===== src/rtl/cla_pkg.sv =====
// Shared definitions for the pipelined carry-lookahead adder.
//   CLA_WIDTH / CLA_GROUP : default operand width and lookahead group size
//   pg_t                  : per-bit generate/propagate bundle plus carry-in
//   lookahead_carry()     : one step of the group carry chain, C[j+1] from GG/GP/C[j]
package cla_pkg;

  localparam int CLA_WIDTH = 32;
  localparam int CLA_GROUP = 8;

  typedef struct packed {
    logic [CLA_WIDTH-1:0] g;
    logic [CLA_WIDTH-1:0] p;
    logic                 cin;
  } pg_t;

  // Carry out of a group given its group generate/propagate and carry in.
  function automatic logic lookahead_carry(input logic gg, input logic gp, input logic cin);
    return gg | (gp & cin);
  endfunction

endpackage


===== src/rtl/cla_group_gen.sv =====
// Per-group lookahead generator: reduces GROUP bits of generate/propagate
// to a single group generate (GG) and group propagate (GP).
//   g_i, p_i : per-bit generate/propagate of the group
//   gg_o     : group generates a carry regardless of carry in
//   gp_o     : group propagates its carry in to its carry out
module cla_group_gen #(
  parameter int GROUP = 8
) (
  input  logic [GROUP-1:0] g_i,
  input  logic [GROUP-1:0] p_i,
  output logic             gg_o,
  output logic             gp_o
);

  always_comb begin
    gg_o = 1'b0;
    // GG folds from the LSB upward: a higher bit's generate wins, otherwise
    // the lower generate must be propagated through this bit.
    for (int k = 0; k < GROUP; k++) begin
      gg_o = g_i[k] | (p_i[k] & gg_o);
    end
    gp_o = &p_i;
  end

endmodule


===== src/rtl/cla_pg_stage.sv =====
// First pipeline stage: captures an operand beat as per-bit generate and
// propagate vectors plus carry-in, and owns the input handshake.
//   clk, rst      : clock, synchronous active-high reset (valid flag only)
//   in_valid_i    : operand beat offered
//   a_i, b_i      : operands
//   cin_i         : carry into bit 0
//   next_ready_i  : stage 2 is empty or advancing this cycle
//   in_ready_o    : beat accepted this cycle when in_valid_i is high
//   vld_o         : stage holds a valid beat
//   adv_o         : stage hands its beat to stage 2 this cycle
//   g_o, p_o      : registered generate / propagate
//   cin_o         : registered carry in
module cla_pg_stage
  import cla_pkg::*;
#(
  parameter int WIDTH = CLA_WIDTH
) (
  input  logic             clk,
  input  logic             rst,
  input  logic             in_valid_i,
  input  logic [WIDTH-1:0] a_i,
  input  logic [WIDTH-1:0] b_i,
  input  logic             cin_i,
  input  logic             next_ready_i,
  output logic             in_ready_o,
  output logic             vld_o,
  output logic             adv_o,
  output logic [WIDTH-1:0] g_o,
  output logic [WIDTH-1:0] p_o,
  output logic             cin_o
);

  logic             vld_p1_q, vld_p1_d;
  logic             accept;
  logic [WIDTH-1:0] g_p1_q, p_p1_q;
  logic             cin_p1_q;

  always_comb begin
    adv_o      = vld_p1_q & next_ready_i;
    // Ready ripples back combinationally from the output; no skid buffer.
    in_ready_o = !vld_p1_q | adv_o;
    accept     = in_valid_i & in_ready_o;
    vld_p1_d   = accept | (vld_p1_q & !adv_o);
  end

  always_ff @(posedge clk) begin
    if (rst) vld_p1_q <= 1'b0;
    else     vld_p1_q <= vld_p1_d;
  end

  // ---- stage 1 boundary: operands -> g/p ----
  always_ff @(posedge clk) begin
    if (accept) begin
      g_p1_q   <= a_i & b_i;
      p_p1_q   <= a_i ^ b_i;
      cin_p1_q <= cin_i;
    end
  end

  assign vld_o = vld_p1_q;
  assign g_o   = g_p1_q;
  assign p_o   = p_p1_q;
  assign cin_o = cin_p1_q;

endmodule


===== src/rtl/cla_pipelined_adder.sv =====
// Three-stage pipelined two-level carry-lookahead adder with valid/ready
// handshakes on both sides.
//   clk, rst             : clock, synchronous active-high reset
//   in_valid / in_ready  : operand beat handshake
//   a, b, carry_in       : operands and carry into bit 0
//   out_valid / out_ready: result beat handshake
//   sum                  : (a + b + carry_in) mod 2^WIDTH
//   carry_out            : carry out of bit WIDTH-1
//   overflow             : signed overflow (carry into MSB xor carry out)
// WIDTH must be a multiple of GROUP with at least two groups.
module cla_pipelined_adder
  import cla_pkg::*;
#(
  parameter int WIDTH = CLA_WIDTH,
  parameter int GROUP = CLA_GROUP
) (
  input  logic             clk,
  input  logic             rst,
  input  logic             in_valid,
  output logic             in_ready,
  input  logic [WIDTH-1:0] a,
  input  logic [WIDTH-1:0] b,
  input  logic             carry_in,
  output logic             out_valid,
  input  logic             out_ready,
  output logic [WIDTH-1:0] sum,
  output logic             carry_out,
  output logic             overflow
);

  localparam int NGROUPS = WIDTH / GROUP;

  logic               vld_p1, adv_p1, s2_ready;
  logic [WIDTH-1:0]   g_p1, p_p1;
  logic               cin_p1;

  logic [NGROUPS-1:0] gg_p1, gp_p1;
  logic [NGROUPS:0]   grp_c_d;

  logic               vld_p2_q, vld_p2_d, adv_p2;
  logic [WIDTH-1:0]   g_p2_q, p_p2_q;
  logic [NGROUPS:0]   grp_c_p2_q;

  logic [WIDTH-1:0]   bit_c;
  logic [WIDTH-1:0]   sum_d;
  logic               ovf_d;

  logic               vld_p3_q, vld_p3_d, adv_p3;
  logic [WIDTH-1:0]   sum_p3_q;
  logic               cout_p3_q, ovf_p3_q;

  // The top generate bit of every group only feeds the next group's carry,
  // which the group lookahead already supplies.
  logic               unused_grp_top_g;

  // Stall chain: each stage moves when the one after it is empty or moving.
  always_comb begin
    adv_p3   = vld_p3_q & out_ready;
    adv_p2   = vld_p2_q & (!vld_p3_q | adv_p3);
    s2_ready = !vld_p2_q | adv_p2;
    vld_p2_d = adv_p1 | (vld_p2_q & !adv_p2);
    vld_p3_d = adv_p2 | (vld_p3_q & !adv_p3);
  end

  cla_pg_stage #(.WIDTH(WIDTH)) u_pg_stage (
    .clk         (clk),
    .rst         (rst),
    .in_valid_i  (in_valid),
    .a_i         (a),
    .b_i         (b),
    .cin_i       (carry_in),
    .next_ready_i(s2_ready),
    .in_ready_o  (in_ready),
    .vld_o       (vld_p1),
    .adv_o       (adv_p1),
    .g_o         (g_p1),
    .p_o         (p_p1),
    .cin_o       (cin_p1)
  );

  for (genvar j = 0; j < NGROUPS; j++) begin : g_grp
    cla_group_gen #(.GROUP(GROUP)) u_grp_gen (
      .g_i (g_p1[j*GROUP +: GROUP]),
      .p_i (p_p1[j*GROUP +: GROUP]),
      .gg_o(gg_p1[j]),
      .gp_o(gp_p1[j])
    );
  end

  always_comb begin
    grp_c_d    = '0;
    grp_c_d[0] = cin_p1;
    for (int j = 0; j < NGROUPS; j++) begin
      grp_c_d[j+1] = lookahead_carry(gg_p1[j], gp_p1[j], grp_c_d[j]);
    end
  end

  always_ff @(posedge clk) begin
    if (rst) begin
      vld_p2_q <= 1'b0;
      vld_p3_q <= 1'b0;
    end else begin
      vld_p2_q <= vld_p2_d;
      vld_p3_q <= vld_p3_d;
    end
  end

  // ---- stage 2 boundary: g/p -> group carries ----
  always_ff @(posedge clk) begin
    if (adv_p1) begin
      g_p2_q     <= g_p1;
      p_p2_q     <= p_p1;
      grp_c_p2_q <= grp_c_d;
    end
  end

  // Within each group the bit carries ripple from the group's lookahead
  // carry; the ripple never crosses a group boundary.
  always_comb begin
    bit_c = '0;
    for (int j = 0; j < NGROUPS; j++) begin
      bit_c[j*GROUP] = grp_c_p2_q[j];
      for (int k = 0; k < GROUP - 1; k++) begin
        bit_c[j*GROUP + k + 1] = g_p2_q[j*GROUP + k] | (p_p2_q[j*GROUP + k] & bit_c[j*GROUP + k]);
      end
    end
    sum_d = p_p2_q ^ bit_c;
    ovf_d = bit_c[WIDTH-1] ^ grp_c_p2_q[NGROUPS];
  end

  always_comb begin
    unused_grp_top_g = 1'b0;
    for (int j = 0; j < NGROUPS; j++) begin
      unused_grp_top_g = unused_grp_top_g ^ g_p2_q[j*GROUP + GROUP - 1];
    end
  end

  // ---- stage 3 boundary: carries -> sum / carry_out / overflow ----
  always_ff @(posedge clk) begin
    if (rst) begin
      sum_p3_q  <= '0;
      cout_p3_q <= 1'b0;
      ovf_p3_q  <= 1'b0;
    end else if (adv_p2) begin
      sum_p3_q  <= sum_d;
      cout_p3_q <= grp_c_p2_q[NGROUPS];
      ovf_p3_q  <= ovf_d;
    end
  end

  assign out_valid = vld_p3_q;
  assign sum       = sum_p3_q;
  assign carry_out = cout_p3_q;
  assign overflow  = ovf_p3_q;

endmodule


===== config.mk =====
export PLATFORM = sky130hd
export DESIGN_NAME = cla_pipelined_adder
export DESIGN_NICKNAME = d
export VERILOG_FILES = /design/src/rtl/cla_pkg.sv /design/src/rtl/cla_group_gen.sv /design/src/rtl/cla_pg_stage.sv /design/src/rtl/cla_pipelined_adder.sv
export SDC_FILE = /design/constraint.sdc
export NUM_CORES = 1
export LEC_CHECK = 0
export ABC_AREA = 1
export BUFFER_PORTS_ARGS = -buffer_cell sky130_fd_sc_hd__buf_2
export CORE_MARGIN = 5
export CORE_UTILIZATION = 56
export DETAILED_ROUTE_END_ITERATION = 6
export PLACE_DENSITY = 0.79
export SYNTH_ARGS = -nofsm -noshare
export SYNTH_HDL_FRONTEND = slang
export SYNTH_SLANG_ARGS = --single-unit
export TNS_END_PERCENT = 20

===== constraint.sdc =====
create_clock -name clk -period 5.2 [get_ports clk]
set_input_delay 0.26 -clock clk [delete_from_list [all_inputs] [get_ports clk]]
set_output_delay 0.26 -clock clk [all_outputs]
set_load 0.01 [all_outputs]

Yosys cells after proc, flatten, opt, wreduce, memory -nomap -nowiden. Cells that the tools add are included.

Bits in registers: 170. Bits of input ports: 69.

Bitwise logic cells: 137. Reduce and logical (&&, ||, !) cells: 10.

Operators by type and width (number): bitwise AND 1 bit (67); OR 1 bit (66); XOR 32 bit (2); bitwise AND 32 bit (1); AND reduction 8 bit (4); logical NOT 1 bit (6); XOR 1 bit (1).

Logic depth before layout (Yosys ltp). Gate-level depths: netlist of the first run.

Depth after elaboration: 21. Depth in mapped cells: 16.

Cells and area by module. Synthesis of the first run repeated with hierarchy kept, for this count alone.

Cells, all modules: 468. Area, all modules: 6560.0 um^2.

By module, submodules not included: cla_pipelined_adder (instances 1, cells an instance 291, area an instance 3822.4 um^2, sequential area each 2672.6 um^2); cla_pg_stage (instances 1, cells an instance 105, area an instance 2407.3 um^2, sequential area each 1971.9 um^2); cla_group_gen (instances 4, cells an instance 18, area an instance 82.6 um^2, sequential area each 0.0 um^2).

Worst setup path before layout of the first run. OpenSTA, ideal clock, no wires.

Path type: register to register. Start point: reg p_p2_q[0]. End point: reg sum_p3_q[7], in the netlist sum[7]. Library setup time: 0.122 ns. Data arrival time: 3.535 ns. Data required time: 5.078 ns. Setup slack: 1.543 ns. Stages on the path, launching flop included: 17. Buffers on the path: 0. Cell sequence: edfxtp_1 ha_1 or2_2 ha_1 or2_2 ha_1 or2_2 ha_1 or2_2 ha_1 or2_2 ha_1 or2_2 ha_1 nor2_1 xor2_1 a21oi_1.

Cells in the longest elaborated chain, start to end: 15.

Ends and longest elaborated chain: from (decl) (line cla_pipelined_adder.sv:41) `logic [WIDTH-1:0] g_p2_q, p_p2_q;`; from (signal assigned) (line cla_pipelined_adder.sv:112) `p_p2_q <= p_p1;`; bitwise AND 1 bit (line cla_pipelined_adder.sv:124) `bit_c[j*GROUP + k + 1] = g_p2_q[j*GROUP + k] | (p_p2_q[j*GROUP + k] & bit_c[j*GROUP + k]);`; OR 1 bit (line cla_pipelined_adder.sv:124); bitwise AND 1 bit (line cla_pipelined_adder.sv:124); OR 1 bit (line cla_pipelined_adder.sv:124); bitwise AND 1 bit (line cla_pipelined_adder.sv:124); OR 1 bit (line cla_pipelined_adder.sv:124); bitwise AND 1 bit (line cla_pipelined_adder.sv:124); OR 1 bit (line cla_pipelined_adder.sv:124); bitwise AND 1 bit (line cla_pipelined_adder.sv:124); OR 1 bit (line cla_pipelined_adder.sv:124); bitwise AND 1 bit (line cla_pipelined_adder.sv:124); OR 1 bit (line cla_pipelined_adder.sv:124); bitwise AND 1 bit (line cla_pipelined_adder.sv:124); OR 1 bit (line cla_pipelined_adder.sv:124); XOR 32 bit (line cla_pipelined_adder.sv:127) `sum_d = p_p2_q ^ bit_c;`; to (signal assigned) (line cla_pipelined_adder.sv:145) `sum_p3_q <= sum_d;`; to (decl) (line cla_pipelined_adder.sv:49) `logic [WIDTH-1:0] sum_p3_q;`.

Every way passes these cells. A chain may end at the register's enable or synchronous reset.

Worst setup path in the final report of the first run.
Start point: reg p_p2_q[8]. End point: reg sum_p3_q[15], in the netlist sum[15].

Same word-level chain as after synthesis.

==> flow_summary.json, run 1 <==
{
  "synth-xor-area-share": 0.006805,
  "synth_ff_type": "edfxtp_1",
  "io_pins": 105,
  "synth_cells": 447,
  "slew_violations": 0,
  "globalRouteOverflowTotal": 0,
  "crit_arrival_ns": 4.17,
  "synthSimpleGateAreaFrac": 0.08808,
  "end_kind": "flip-flop",
  "grt_max_degree": 66,
  "worst_setup_path_start_kind": "flip-flop",
  "finalPower_mw": 3.152,
  "drc_errors": 0,
  "cts_tree": "done",
  "synth_top_family_by_area": "adder cells",
  "synth_seq_cells": 167,
  "tns_ns": 0,
  "syn_avg_cell_area_um2": 14.40,
  "power_density_mw_per_mm2": 404.0,
  "rsz0062_at_grt": "no",
  "period_minus_slack_ns": 3.901,
  "status": "complete, no violations",
  "p_leak_nw": 3.263,
  "clock-skew-final_ns": 0.01260,
  "max_slew_margin": 0.4600,
  "syn2layout_area_growth_pct": 21.27,
  "ys_types": 25,
  "hold-worst-slack_ns": 0.04396,
  "grt_util_all_layers": 0.1676,
  "synth_area_leaders": "edfxtp_1, ha_1, dfxtp_1, nor2_1, o21ai_1",
  "synth_top_area_cell": "edfxtp_1",
  "antenna_cells": 0,
  "htree_levels": 4,
  "seq_area_frac_synth": 0.7218,
  "hold_path.class": "input pin to flip-flop",
  "max_slew.worst_pin.slew_ns": 0.8100,
  "routed_wl_mm": 10.56,
  "vias": 3679,
  "ant_nets": 0,
  "fp.dieH_um": 117.2,
  "synth_edf_count": 130,
  "portBuffers": 104,
  "finalWeightedCongestion": 0.8590,
  "synth.mux.area_fraction": 0,
  "cts_made_buffers": 17,
  "ys.warnings.count": 0,
  "async_flop_share": 0,
  "hold_viol": 0,
  "synth.top_cell.area_share": 0.6066,
  "dpl.hpwl_mm": 7.318,
  "synth_nets": 576,
  "synth_fa_ha_area_frac": 0.1167,
  "coreArea_mm2": 0.01132,
  "period_share": 0.7503,
  "cts_sinks": 167,
  "clockRootBuffer": "clkbuf_16",
  "ctsLongestPathBuffers": 2,
  "peakVddDrop_v": 0.0002038,
  "nets": 693,
  "max_freq_mhz": 256.3,
  "setup_viol": 0,
  "routed_via_density": 5.110,
  "drt-pass1-iter-count": 4,
  "crit_type": "flip-flop to flip-flop",
  "drv_cap": 0,
  "insertion_delay_ns": 0.42,
  "synth_common_cells": "edfxtp_1, nor2_1, ha_1",
  "die_area_mm2": 0.01373,
  "first_iter_violations": 161,
  "cp_max_fo": 1,
  "syn_area_mm2": 0.006435,
  "rows": 39,
  "post_drt_wl_per_cell_um": 14.67,
  "first_global_vias": 3709,
  "post_cts_resized": 0,
  "start_util": 0.5684,
  "drive_gt1_frac": 0.3016,
  "antenna_found_initial": 0,
  "worstPathRequired_ns": 5.46,
  "synth_most_common_cell": "edfxtp_1",
  "grt_pass1_wl_mm": 17.14,
  "clk_pin_slew_worst_paths_ns": 0.06,
  "synth_compound_area_frac": 0.05250,
  "die_x_um": 117.2
}
-- path summary, 6_finish.rpt --
path / start / to / slack, ns / cells past startpoint
worst max-delay path: p_p2_q[8]$_DFFE_PP_ / sum[15]$_SDFFE_PP0P_ / 1.30 / 16
worst min-delay path: rst / out_valid$_SDFF_PP0_ / 0.04 / 2
worst max register to register: p_p2_q[8]$_DFFE_PP_ / sum[15]$_SDFFE_PP0P_ / 1.30 / 16
worst min register to register: u_pg_stage.g_o[25]$_DFFE_PP_ / g_p2_q[25]$_DFFE_PP_ / 0.45 / 0
-- power breakdown --
part / total (mW) / switching [mW] / internal (mW)
Clock: 1.40 / 0.476 / 0.926
Sequential: 1.57 / 0.0362 / 1.53
Combinational: 0.184 / 0.104 / 0.0800
-- critical path: stages (launching register included) --
cell	delay, ns
edfxtp_1	0.39
ha_1	0.22
or2_2	0.29
ha_1	0.17
or2_2	0.27
ha_1	0.17
or2_2	0.29
ha_1	0.17
or2_2	0.30
ha_1	0.17
or2_2	0.27
ha_1	0.18
or2_2	0.29
ha_1	0.19
nor2_1	0.13
xor2_1	0.17
a21oi_1	0.09
-- stage by stage --
stage	utilization	std cells	area, um^2	setup WS, ns
global placement	0.6284	687	7114	1.443
detailed placement	0.6284	687	7114	1.342
CTS	0.6893	720	7804	1.284
finish	0.6893	720	7804	1.299
floorplan	-	447	6435	1.543
global route	0.6893	720	7804	1.106
-- placed cells by master (no fill, tap or decap), types with 3 or more instances in the layout --
cell type and n:
buf_2 104, clkbuf_16 17, a21oi_1 19, nand2_2 5, ha_1 60, buf_4 3, nor3_1 3, dfxtp_1 37
bufinv_16 6, xor2_1 5, nor2_1 64, inv_1 7, nand2_1 26, nand3_1 4, or2_2 24, o21ai_1 38
edfxtp_1 130, inv_2 6
-- sequential cells by signal, summed over array words and instances (netlist names), 5 cells and up --
| register | flops |
|---|---|
| grp_c_p2_q | 5 |
| u_pg_stage.p_o | 32 |
| g_p2_q | 28 |
| p_p2_q | 32 |
| sum | 32 |
| u_pg_stage.g_o | 32 |
-- per-layer routing --
metal  vias up  wire (um)  part of all wire  global-route usage
li1       1848          -                 -                   -
met1      1715       4211              0.40              0.1924
met2        91       5504              0.52              0.2851
met3        25        565             0.054             0.05450
met4         0        278             0.026             0.07798
met5         -          0                 0                   0
-- cell families after synthesis --
| family | Yosys count |
|---|---|
| buffers and inverters | 23 |
| adders and majority gates | 60 |
| and+or+nand+nor | 128 |
| AOI/OAI and AO/OA | 64 |
| xor gates and xnor gates | 5 |
| DFF | 167 |
-- cell type report --
cell class	count	area, um^2
Fill cell	765	3517
Tap cell	143	178.9
Sequential cell	167	4644
Multi-Input combinational cell	257	1699
Clock inverter	12	222.7
Timing Repair Buffer	108	553.0
Clock buffer	20	456.7
Inverter	13	48.80
-- timing repair --
item | in CTS | in global routing
buffers inserted | 0 | 0
endpoints found under the hold margin | 1 | 0
hold buffers | 1 | 0
Power figures use the tool's default switching activity.
==> inputs of run 2 (changes only) <==
--- a/config.mk
+++ b/config.mk
@@ -8,9 +8,9 @@
 export ABC_AREA = 1
 export BUFFER_PORTS_ARGS = -buffer_cell sky130_fd_sc_hd__buf_2
 export CORE_MARGIN = 5
-export CORE_UTILIZATION = 56
+export CORE_UTILIZATION = 50
 export DETAILED_ROUTE_END_ITERATION = 6
-export PLACE_DENSITY = 0.79
+export PLACE_DENSITY = 0.75
 export SYNTH_ARGS = -nofsm -noshare
 export SYNTH_HDL_FRONTEND = slang
 export SYNTH_SLANG_ARGS = --single-unit
==> constraint.sdc (replaced) <==
create_clock -name clk -period 3.4 [get_ports clk]
set_input_delay 0.17 -clock clk [delete_from_list [all_inputs] [get_ports clk]]
set_output_delay 0.17 -clock clk [all_outputs]
set_load 0.01 [all_outputs]
==> run 2 against run 1 <==
Against the previous run: worst setup slack got worse by 1.3 ns; clock skew decreased by 0.0071 ns; sequential power increased by 53%; clock power increased by 48%; utilization decreased by 3.7 points; power increased by 52%; routed wire length increased by 9.1%; critical path type unchanged; critical endpoint is now overflow$_SDFFE_PP0P_; highest routed layer unchanged.
==> flow_summary.json, run 2 (same netlist as run 1, synthesis figures left out) <==
{
  "status": "complete, no violations",
  "rows": 41,
  "first_global_vias": 3855,
  "antenna_found_initial": 0,
  "slowest_stage": "edfxtp_1",
  "cts_made_buffers": 17,
  "routed_wl_mm": 11.52,
  "fin_area_mm2": 0.008228,
  "worstPathRequired_ns": 3.67,
  "cpPeakStageDelay_ns": 0.37,
  "hold-worst-slack_ns": 0.02338,
  "grt_util_all_layers": 0.1610,
  "peakVddDrop_v": 0.0004091,
  "die_area_mm2": 0.01524,
  "drc_errors": 0,
  "post_cts_buffers": 0,
  "dp_cells": 716,
  "cts_sinks": 167,
  "first_iter_violations": 112,
  "vias": 3706,
  "tns_ns": 0,
  "power_density_mw_per_mm2": 583.6,
  "placed_cell_area_mm2": 0.007278,
  "crit_type": "flip-flop to flip-flop",
  "dpl.hpwl_mm": 7.592,
  "grt_max_degree": 45,
  "nets": 694,
  "clock-skew-final_ns": 0.005472,
  "post_drt_wl_per_cell_um": 15.36,
  "cts_tree": "done",
  "timing.critical_path.from": "grp_c_p2_q[3]$_DFFE_PP_",
  "max_slew_margin": 0.5482,
  "htree_levels": 4,
  "timing.rr.start": "grp_c_p2_q[3]$_DFFE_PP_",
  "antenna_cells": 0,
  "globalRouteOverflowTotal": 0,
  "crit_buf_inv": 0,
  "insertion_delay_ns": 0.41,
  "start_util": 0.5099,
  "drt-pass1-iter-count": 4,
  "die_x_um": 123.4,
  "fillerInstances": 938,
  "io_pins": 105,
  "period_minus_slack_ns": 3.359,
  "grt_pass1_wl_mm": 18.31,
  "crit_chain": "ha_2 -> or2_4 -> ha_4 -> or2_4 -> ha_4 -> or2_4 -> ha_4 -> or2_4 -> ha_4 -> or2_4 -> ha_4 -> or2_4 -> ha_4 -> nor2_4 -> xor2_1 -> a21oi_1",
  "worst_setup_path_start_kind": "flip-flop",
  "finalWeightedCongestion": 0.7591,
  "layout_common_cells": "edfxtp_1, buf_2, nor2_1",
  "drive_gt1_frac": 0.3581,
  "coreArea_mm2": 0.01262,
  "hp-start": "in_valid",
  "rsz0062_at_grt": "yes",
  "layout_commonest_cell": "edfxtp_1",
  "finalPower_mw": 4.802,
  "crit_arrival_ns": 3.63,
  "slew_violations": 0,
  "portBuffers": 104,
  "max_freq_mhz": 297.7,
  "fin_cells": 750,
  "clk_pin_slew_worst_paths_ns": 0.06,
  "ant_nets": 0,
  "critPathTopFamily": "simple AND/OR/NAND/NOR gates",
  "period_share": 0.9878,
  "ctsLongestPathBuffers": 2,
  "max_slew.worst_pin.slew_ns": 0.6767,
  "end_kind": "flip-flop",
  "hold_path.class": "input pin to flip-flop",
  "setup_viol": 0,
  "syn2layout_area_growth_pct": 27.86,
  "clockRootBuffer": "clkbuf_16",
  "hold_viol": 0,
  "fp.dieH_um": 123.4,
  "drv_cap": 0,
  "cp_max_fo": 2,
  "p_leak_nw": 3.283,
  "routed_via_density": 4.941
}
## run 2: final cells by class
cell class	instances	area [um^2]	area share
Tap cell	172	215.2	0.02616
Multi-Input combinational cell	257	2090	0.2540
Clock inverter	8	100.1	0.01217
Sequential cell	167	4644	0.5645
Inverter	13	48.80	0.005931
Clock buffer	24	566.8	0.06889
Timing Repair Buffer	109	563.0	0.06843
## run 2: final timing paths
check                                                    to  slack [ns]  depth (start not counted)
worst max-delay path                  overflow$_SDFFE_PP0P_        0.04                         16
worst min-delay path            u_pg_stage.vld_o$_SDFF_PP0_        0.02                          3
worst max register to register        overflow$_SDFFE_PP0P_        0.04                         16
worst min register to register         p_p2_q[22]$_DFFE_PP_        0.44                          0
## run 2: where the power goes
group          switching (mW)  internal (mW)  total [mW]
Clock                   0.752           1.32        2.07
Sequential             0.0644           2.34        2.40
Combinational           0.173          0.154       0.328
Total                   0.990           3.81        4.80
## run 2: per-stage QoR
stage / utilization / setup slack, ns
after floorplan: - / -0.04642
after global placement: 0.5767 / -0.1348
after detailed placement: 0.5767 / -0.2650
after CTS: 0.6488 / 0.001786
after global routing: 0.6520 / -0.04472
final: 0.6520 / 0.04140
## run 2: worst register-to-register path, cell delays in order, from the launching register on
cell and delay (ns):
edfxtp_1 0.37, ha_2 0.19, or2_4 0.23, ha_4 0.15
or2_4 0.23, ha_4 0.15, or2_4 0.23, ha_4 0.16
or2_4 0.23, ha_4 0.15, or2_4 0.23, ha_4 0.15
or2_4 0.23, ha_4 0.16, nor2_4 0.10, xor2_1 0.18
a21oi_1 0.08
## run 2: metal layers
| metal | GRT usage | vias to the layer above | wire length (um) |
|---|---|---|---|
| met4 | 0.07405 | 0 | 248 |
| met2 | 0.2762 | 87 | 5977 |
| li1 | - | 1843 | - |
| met3 | 0.04437 | 21 | 578 |
| met5 | 0 | - | 0 |
| met1 | 0.1879 | 1755 | 4718 |
## run 2: timing repair
action | in CTS | in global routing
pin swaps | 17 | 13
resized for setup | 39 | 6
hold buffers | 2 | 0
endpoints found under the setup margin | 9 | 6
endpoints found under the hold margin | 3 | 0
